$ cat src/rtl/rca4_seq_ctrl.sv
// Two-requester 16-bit adder sequencer: time-shares one external 4-bit ripple-carry adder
// over four nibble steps. Define RCA_SEQ_OVF_EN to add the rsp_ovf signed-overflow output.
module rca4_seq_ctrl (
  input  logic        clk,
  input  logic        rst,
  input  logic [1:0]  req_valid,
  output logic [1:0]  req_ready,
  input  logic [31:0] req_a,
  input  logic [31:0] req_b,
  input  logic [1:0]  req_ci,
  output logic        rsp_valid,
  input  logic        rsp_ready,
  output logic        rsp_id,
  output logic [15:0] rsp_sum,
  output logic        rsp_co,
`ifdef RCA_SEQ_OVF_EN
  output logic        rsp_ovf,
`endif
  output logic [3:0]  add_a,
  output logic [3:0]  add_b,
  output logic        add_ci,
  input  logic [3:0]  add_s,
  input  logic        add_co
);

  typedef enum logic [1:0] {StIdle, StRun, StDone} state_e;

  state_e      state_q, state_d;
  logic [1:0]  k_q, k_d;
  logic        ptr_q, ptr_d;
  logic [15:0] a_q, b_q, sum_q;
  logic        ci_q, id_q, carry_q;
  logic        grant_id;
  logic        accept;
`ifdef RCA_SEQ_OVF_EN
  logic        ovf_q;
`endif

  // Round-robin pick: a lone requester wins, a tie goes to the pointer.
  always_comb begin
    grant_id = 1'b0;
    case (req_valid)
      2'b01:   grant_id = 1'b0;
      2'b10:   grant_id = 1'b1;
      2'b11:   grant_id = ptr_q;
      default: grant_id = 1'b0;
    endcase
  end

  assign accept    = !rst && (state_q == StIdle) && (req_valid != 2'b00);
  assign req_ready = accept ? (2'b01 << grant_id) : 2'b00;

  always_comb begin
    state_d = state_q;
    k_d     = k_q;
    ptr_d   = ptr_q;
    add_a   = 4'h0;
    add_b   = 4'h0;
    add_ci  = 1'b0;
    case (state_q)
      StIdle: begin
        if (accept) begin
          state_d = StRun;
          k_d     = 2'd0;
          ptr_d   = ~grant_id;
        end
      end
      StRun: begin
        add_a  = a_q[{k_q, 2'b00} +: 4];
        add_b  = b_q[{k_q, 2'b00} +: 4];
        add_ci = (k_q == 2'd0) ? ci_q : carry_q;
        if (k_q == 2'd3) begin
          state_d = StDone;
          k_d     = 2'd0;
        end else begin
          k_d = k_q + 2'd1;
        end
      end
      StDone: begin
        if (rsp_ready) state_d = StIdle;
      end
      default: state_d = StIdle;
    endcase
    // Outputs read as zero for the whole reset cycle, not just after the edge.
    if (rst) begin
      add_a  = 4'h0;
      add_b  = 4'h0;
      add_ci = 1'b0;
    end
  end

  always_ff @(posedge clk) begin
    if (rst) begin
      state_q <= StIdle;
      k_q     <= 2'd0;
      ptr_q   <= 1'b0;
    end else begin
      state_q <= state_d;
      k_q     <= k_d;
      ptr_q   <= ptr_d;
    end
  end

  always_ff @(posedge clk) begin
    if (rst) begin
      a_q     <= 16'h0;
      b_q     <= 16'h0;
      ci_q    <= 1'b0;
      id_q    <= 1'b0;
      sum_q   <= 16'h0;
      carry_q <= 1'b0;
    end else begin
      if (accept) begin
        a_q  <= grant_id ? req_a[31:16] : req_a[15:0];
        b_q  <= grant_id ? req_b[31:16] : req_b[15:0];
        ci_q <= req_ci[grant_id];
        id_q <= grant_id;
      end
      if (state_q == StRun) begin
        sum_q[{k_q, 2'b00} +: 4] <= add_s;
        carry_q                  <= add_co;
      end
    end
  end

`ifdef RCA_SEQ_OVF_EN
  // Overflow uses the top result nibble straight from the adder in the last step.
  always_ff @(posedge clk) begin
    if (rst) begin
      ovf_q <= 1'b0;
    end else if (state_q == StRun && k_q == 2'd3) begin
      ovf_q <= (a_q[15] == b_q[15]) && (add_s[3] != a_q[15]);
    end
  end

  assign rsp_ovf = rsp_valid & ovf_q;
`endif

  assign rsp_valid = !rst && (state_q == StDone);
  assign rsp_sum   = rsp_valid ? sum_q : 16'h0;
  assign rsp_co    = rsp_valid & carry_q;
  assign rsp_id    = rsp_valid & id_q;

  a_grant_onehot: assert property (@(posedge clk) disable iff (rst) $onehot0(req_ready));

  a_rsp_hold: assert property (@(posedge clk) disable iff (rst)
    (rsp_valid && !rsp_ready) |=> (rsp_valid && $stable(rsp_sum) && $stable(rsp_id) &&
                                   $stable(rsp_co)));

endmodule

$ cat config.mk
export PLATFORM = sky130hd
export DESIGN_NAME = rca4_seq_ctrl
export DESIGN_NICKNAME = d
export VERILOG_FILES = /design/src/rtl/rca4_seq_ctrl.sv
export SDC_FILE = /design/constraint.sdc
export NUM_CORES = 1
export LEC_CHECK = 0
export CORE_ASPECT_RATIO = 1.75
export CORE_MARGIN = 5
export CORE_UTILIZATION = 39
export CTS_CLUSTER_SIZE = 24
export DETAILED_ROUTE_END_ITERATION = 10
export GPL_TIMING_DRIVEN = 0
export PLACE_DENSITY = 0.78
export SETUP_SLACK_MARGIN = 0.02
export SYNTH_ARGS = -nofsm -noshare
export SYNTH_HDL_FRONTEND = slang
export SYNTH_SLANG_ARGS = --single-unit
$ cat constraint.sdc
create_clock -name clk -period 2.15 [get_ports clk]
set_clock_uncertainty 0.2 [all_clocks]
set_input_delay 0.43 -clock clk [delete_from_list [all_inputs] [get_ports clk]]
set_output_delay 0.43 -clock clk [all_outputs]
set_load 0.05 [all_outputs]
==> metrics.csv, run 1 <==
stage;metric;value;unit
drt;vias per cell;5.78;
timing;Slew Viols, Final;0;
min_path;hold path depth;2;
die;Die H;120;um
timing;fin crit period;2250;ps
pwr;PD cells;609;nW/um2
layout;Layout area overhead;62.1;%
clock_tree;CTS tree;done;
clock_tree;TritonCTS sink count;56;
drt;DRC viols;0;
pwr;VDD IR-drop max;0.000439;V
clock_tree;clock root buffer;clkbuf_16;
synth;Cell variety after synth;37;
synth;Post-synth EDFFs;0;
placed_design;Port-buffer cells;105;
placed_design;HPWL after DPL;6.66;mm
synth;Post-Synthesis Cells;272;
status;outcome;finished, violations left;
drt;number of routed nets with antenna violations;0;
grt;antenna violations before repair;0;
layout;fin nets;483;
die;Cell Rows;40;
clock_tree;Clock Latency Late Sink;300;ps
critical_path;R2R depth;7;
layout;commonest non-fill, non-tap cell in the layout;clkdlybuf4s50_1;
drt;final WL;9.48;mm
timing;unrepaired setup endpoints after global routing;yes;
synth;yosys warns;0;
grt;vias in the first global route;2934;
layout;layout cells sized above 1;28.4;%
critical_path;register-to-register setup slack;130;ps
placed_design;RePlAce Congestion;0.868;
die;CORE AREA;6810;um2
timing;Final Worst Setup Slack;-102;ps
die;die area;8800;um2
synth;Avg Inst Size Synth;9.98;um2
synth;ys async rst share;0;%
layout;final instance area;4400;um2
layout;most frequent cells in the layout;clkdlybuf4s50_1, dfxtp_1, buf_4;
synth;Yosys reg bits;56;
status;failing checks;negative setup slack;
die;Ports;106;
clock_tree;Clk pin slew, worst setup/hold paths;70;ps
clock_tree;H-tree lvl count;2;
critical_path;Arr. time, crit path;1620;ps
synth;Main synth FF type;dfxtp_1;
clock_tree;clk buf depth;2;
timing;crit share post-route;105;%
critical_path;crit path kind;flip-flop to output port;
drt;drt wl/cell;19.5;um
grt;largest net degree at the start of global routing;17;
timing;slew of the pin with the lowest slew margin;554;ps
die;Initial Util;39.9;%
timing;Final Hold Viols;0;
grt;GRT Total Usage;21.4;%
die;Die Width;73.1;um
grt;GRT Residual Overflow;0;
synth;Seq/Total Area, Yosys;41.3;%
layout;Ant. Diodes;0;
synth;Mapped Area;2720;um2
placed_design;pre-CTS setup slack;-1660;ps
clock_tree;Post-CTS Hold Fix Bufs;0;
placed_design;Area after DPL;3890;um2
drt;DRT Pass-1 Iters;5;
drt;DRT iter0 DRCs;289;
drt;vias;2809;
critical_path;Worst Setup End Kind;output port;
min_path;Worst Hold Class;flip-flop to flip-flop;
job;maxcap violations;0;
critical_path;crit start category;flip-flop;
clock_tree;cts bufs inserted;5;
synth;Mapped Nets;354;
timing;Max Clk Rate;444;MHz
timing;Final setup viols;9;
critical_path;Critical Path RT;1520;ps
timing;Slew headroom;63.1;%
critical_path;CP max FO;8;
pwr;Leak;1.83;nW
grt;first-pass GRT wire length;14.5;mm
## where the power goes
| part | total (mW) | leakage, nW | internal, mW | switching [mW] |
|---|---|---|---|---|
| Combinational | 0.547 | 1.28 | 0.313 | 0.234 |
| Clock | 0.991 | 0.0901 | 0.614 | 0.377 |
| Sequential | 1.14 | 0.461 | 1.10 | 0.0435 |
## worst max-delay path, stage by stage, from the launching register on
cell and delay (ps):
dfxtp_4 400, buf_12 140, mux4_2 490, nor2b_4 140
buf_6 150
## final cells by class
type	count	area [um2]
fillers	572	2400
multi-input cells	193	1660
repair buffers	122	1150
flip-flops and latches	56	1130
clock buffers	7	153
plain buffers	20	149
well taps	84	105
clock inverters	1	30.0
inverters	3	15.0
## per-stage QoR
| step | hold WS, ps | total power, mW | TNS, ps | utilization, % | instances |
|---|---|---|---|---|---|
| after floorplan | 227 | 1.38 | -2180 | - | 272 |
| after detailed placement | 241 | 1.61 | -56640 | 57.2 | 461 |
| after CTS | 251 | 2.66 | -1340 | 63.3 | 483 |
| after global routing | 265 | 2.76 | -1120 | 64.7 | 486 |
| after global placement | 235 | 1.60 | -54380 | 57.2 | 461 |
| final | 246 | 2.68 | -698 | 64.7 | 486 |
## per-layer routing
layer  wire length (um)  track usage (%)  vias to the layer above
met5                  0                0                        -
li1                   -                -                     1292
met3                767             4.83                       35
met4                410             11.7                        0
met2               4910             37.1                      157
met1               3390             23.4                     1325
## kinds of logic (layout without fill, tap and decap cells)
group | after synthesis | in the layout | synth area share [%]
adder cells (fa/ha/maj) | 6 | 6 | 2.76
AO/OA/AOI/OAI | 62 | 62 | 18.7
multiplexers | 11 | 11 | 7.74
buffers and inverters | 24 | 153 | 3.59
AND/OR/NAND/NOR | 113 | 114 | 25.9
flip-flops | 56 | 56 | 41.3
## cells in the mapped netlist, types with 2 or more instances
| library cell | number | area, um2 |
|---|---|---|
| nor2_1 | 11 | 41.3 |
| and3b_1 | 3 | 26.3 |
| nor2b_1 | 9 | 56.3 |
| a21oi_1 | 13 | 65.1 |
| dfxtp_1 | 56 | 1120 |
| a221o_1 | 30 | 300 |
| nor3b_2 | 2 | 25.0 |
| and2_1 | 19 | 119 |
| nand2_1 | 10 | 37.5 |
| a22o_1 | 4 | 35.0 |
| buf_2 | 5 | 25.0 |
| nor3b_1 | 2 | 15.0 |
| or4b_1 | 3 | 30.0 |
| mux2i_1 | 3 | 30.0 |
| ha_1 | 6 | 75.1 |
| a31oi_1 | 3 | 18.8 |
| o21ai_0 | 5 | 25.0 |
| a32oi_1 | 4 | 35.0 |
| nand3_1 | 11 | 55.1 |
| clkbuf_1 | 15 | 56.3 |
| mux4_2 | 8 | 180 |
| inv_1 | 3 | 11.3 |
| nand3b_1 | 3 | 22.5 |
| and3_1 | 31 | 194 |
## final timing paths
path / start / endpoint
min reg2reg: sum_q[4] / sum_q[4]
max: k_q[0] / add_a[1]
max reg2reg: k_q[1] / sum_q[11]
min: sum_q[4] / sum_q[4]
## registers in the layout (all words and copies together), names as in the netlist
register / cells
id_q: 1
ptr_q: 1
ci_q: 1
state_q: 2
a_q: 16
k_q: 2
b_q: 16
sum_q: 16
carry_q: 1
## timing repair
item | 4_1_cts | 5_1_grt
pin swaps | 3 | 0
gates cloned | 0 | 1
resized for setup | 240 | 25
setup endpoints to repair | 66 | 29
buffers inserted | 14 | 3
(Power assumes the default switching activity.)
==> run 2, diff against run 1 <==
--- a/config.mk
+++ b/config.mk
@@ -12,7 +12,8 @@
 export DETAILED_ROUTE_END_ITERATION = 10
 export GPL_TIMING_DRIVEN = 0
 export PLACE_DENSITY = 0.78
-export SETUP_SLACK_MARGIN = 0.02
+export REMOVE_ABC_BUFFERS = 1
+export SETUP_SLACK_MARGIN = 0.2
 export SYNTH_ARGS = -nofsm -noshare
 export SYNTH_HDL_FRONTEND = slang
 export SYNTH_SLANG_ARGS = --single-unit
==> run 2 against run 1 <==
The run still ends with negative setup slack left; setup slack better by 19 ps; cell area is 5.6% higher; combinational power hardly changed; non-clock buffer count shrank 4; fmax increased by 0.83%; via count is 2.3% lower; routed wire length shrank 7.6%; count of clock-buffer cells in the layout is 2 lower.
==> metrics.csv, run 2 (synthesis gave the netlist of run 1 again) <==
stage;metric;value;unit;change
status;outcome;finished, violations left;;
status;failing checks;negative setup slack;;
critical_path;crit start category;flip-flop;;
layout;# fillers;506;;-12%
timing;WHS;256;ps;+10.4 ps
die;Initial Util;39.9;%;unchanged
grt;first-pass GRT wire length;13.4;mm;-7.3%
critical_path;CP max FO;4;;-4
placed_design;RePlAce Congestion;0.817;;-5.9%
die;CORE AREA;6810;um2;unchanged
clock_tree;H-tree lvl count;2;;unchanged
critical_path;CP endpoint;add_a[1];;
pwr;VDD IR-drop max;0.000420;V;-4.3%
critical_path;worst r2r dst;sum_q[8];;
layout;area of the multi-input gates;1710;um2;+3.0%
drt;DRT Pass-1 Iters;4;;-1
timing;Max Clk Rate;448;MHz;+0.83%
timing;crit share post-route;104;%;-0.87 points
critical_path;Critical Path, Cell by Cell;buf_12 > mux4_2 > nor2b_4 > buf_6;;
clock_tree;cts bufs inserted;5;;unchanged
clock_tree;TritonCTS sink count;56;;unchanged
die;Die H;120;um;unchanged
placed_design;Port-buffer cells;105;;unchanged
drt;final WL;8.76;mm;-7.6%
pwr;PD cells;542;nW/um2;-11%
critical_path;Arr. time, crit path;1600;ps;-20 ps
grt;largest net degree at the start of global routing;33;;+16
placed_design;HPWL after DPL;5.77;mm;-13%
drt;drt wl/cell;18.2;um;-6.8%
grt;vias in the first global route;2728;;-7.0%
layout;commonest non-fill, non-tap cell in the layout;clkdlybuf4s50_1;;
critical_path;FF-to-FF Start;k_q[0];;
die;Cell Rows;40;;unchanged
critical_path;CP max stage cell;mux4_2;;
timing;slew of the pin with the lowest slew margin;417;ps;-137 ps
die;die area;8800;um2;unchanged
layout;Ant. Diodes;0;;unchanged
layout;Layout area overhead;71.2;%;
grt;antenna violations before repair;0;;unchanged
timing;Final Hold Viols;0;;unchanged
clock_tree;CTS tree;done;;
clock_tree;clock root buffer;clkbuf_16;;
clock_tree;Clock Latency Late Sink;290;ps;about the same
timing;Slew headroom;72.0;%;+8.9 points
clock_tree;Post-CTS Hold Fix Bufs;0;;unchanged
layout;register area;1140;um2;+0.22%
critical_path;CP startpoint;k_q[0];;
critical_path;worst stage delay on the critical path;500;ps;about the same
die;Die Width;73.1;um;unchanged
grt;GRT Residual Overflow;0;;unchanged
min_path;Worst Hold Class;flip-flop to flip-flop;;
critical_path;crit path kind;flip-flop to output port;;
layout;most frequent cells in the layout;clkdlybuf4s50_1, dfxtp_1, and3_1, a221o_1, buf_8;;
drt;number of routed nets with antenna violations;0;;unchanged
timing;setup TNS;-529;ps;+169 ps
critical_path;register-to-register setup slack;260;ps;+130 ps
drt;vias per cell;5.69;;-1.5%
layout;layout cells sized above 1;32.7;%;+4.3 points
layout;fin nets;479;;-0.83%
timing;unrepaired setup endpoints after global routing;yes;;
clock_tree;clk buf depth;2;;unchanged
timing;Final Worst Setup Slack;-83.0;ps;+18.6 ps
drt;DRT iter0 DRCs;193;;-33%
clock_tree;Clk pin slew, worst setup/hold paths;70;ps;about the same
die;Ports;106;;unchanged
drt;vias;2743;;-2.3%
layout;top flop regs;a_q (16), b_q (16), sum_q (16);;
grt;GRT Total Usage;19.2;%;-2.2 points
timing;Slew Viols, Final;0;;unchanged
job;maxcap violations;0;;unchanged
timing;Final setup viols;9;;unchanged
critical_path;Critical Path RT;1520;ps;about the same
drt;DRC viols;0;;unchanged
timing;fin crit period;2230;ps;-18.6 ps
critical_path;Worst Setup End Kind;output port;;
critical_path;R2R depth;7;;unchanged
pwr;Leak;1.90;nW;+4.1%
run 2: worst max-delay path, delay by kind of cell, from the launching register on:
family | cells | cell delay, ps
flip-flops | 1 | 390
AND/OR/NAND/NOR | 1 | 150
multiplexers | 1 | 500
buffers and inverters | 2 | 280
run 2: power by group:
part	leakage [nW]	internal, mW	switching (mW)
combinational	1.37	0.322	0.222
sequential	0.461	1.10	0.0440
clock	0.0719	0.443	0.392
run 2: through the flow:
stage	area [um2]	setup slack (ps)	instances	utilization, %	total power, mW
6_report	4650	-83.0	482	68.3	2.52
3_5_place_dp	3880	-1890	443	56.9	1.61
4_1_cts	4520	-96.5	478	66.4	2.50
2_1_floorplan	2630	-1370	251	-	1.36
3_3_place_gp	3780	-2770	440	55.6	1.57
5_1_grt	4650	-124	482	68.3	2.62
run 2: worst min-delay path by stage:
stage	start	end	slack, ps	depth (start not counted)
after floorplan	sum_q[12]	sum_q[12]	220	2
after global placement	sum_q[13]	sum_q[13]	230	2
after detailed placement	sum_q[13]	sum_q[13]	240	2
after CTS	rst	state_q[1]	250	2
after global routing	sum_q[4]	sum_q[4]	280	2
final	sum_q[13]	sum_q[13]	260	2
run 2: per-layer routing:
metal	up-vias	track usage [%]	wire length, um	part of all wire [%]
met2	111	35.1	4890	56
met3	22	3.16	499	5.7
met1	1318	21.6	3120	36
met4	0	6.93	251	2.9
met5	-	0	0	0
li1	1292	-	-	-
run 2: cell type report:
cell class / count / share of cell area [%]
well taps: 84 / 2.26
repair buffers: 138 / 32.9
clock inverters: 3 / 0.592
inverters: 3 / 0.323
flip-flops and latches: 56 / 24.4
multi-input cells: 193 / 36.8
clock buffers: 5 / 2.69
run 2: what timing repair did:
| action | CTS | global route |
|---|---|---|
| resized for setup | 288 | 25 |
| setup endpoints to repair | 81 | 73 |
| buffers inserted | 27 | 3 |
| endpoints found under the hold margin | 0 | 0 |
| pin swaps | 9 | 9 |
| cloned | 0 | 1 |
==> run 3, diff against run 2 <==
--- a/config.mk
+++ b/config.mk
@@ -11,6 +11,7 @@
 export CTS_CLUSTER_SIZE = 24
 export DETAILED_ROUTE_END_ITERATION = 10
 export GPL_TIMING_DRIVEN = 0
+export HOLD_SLACK_MARGIN = 0.06
 export PLACE_DENSITY = 0.78
 export REMOVE_ABC_BUFFERS = 1
 export SETUP_SLACK_MARGIN = 0.2
==> results of run 3 <==
No change in the layout: final DEF, timing and power equal those of run 2.
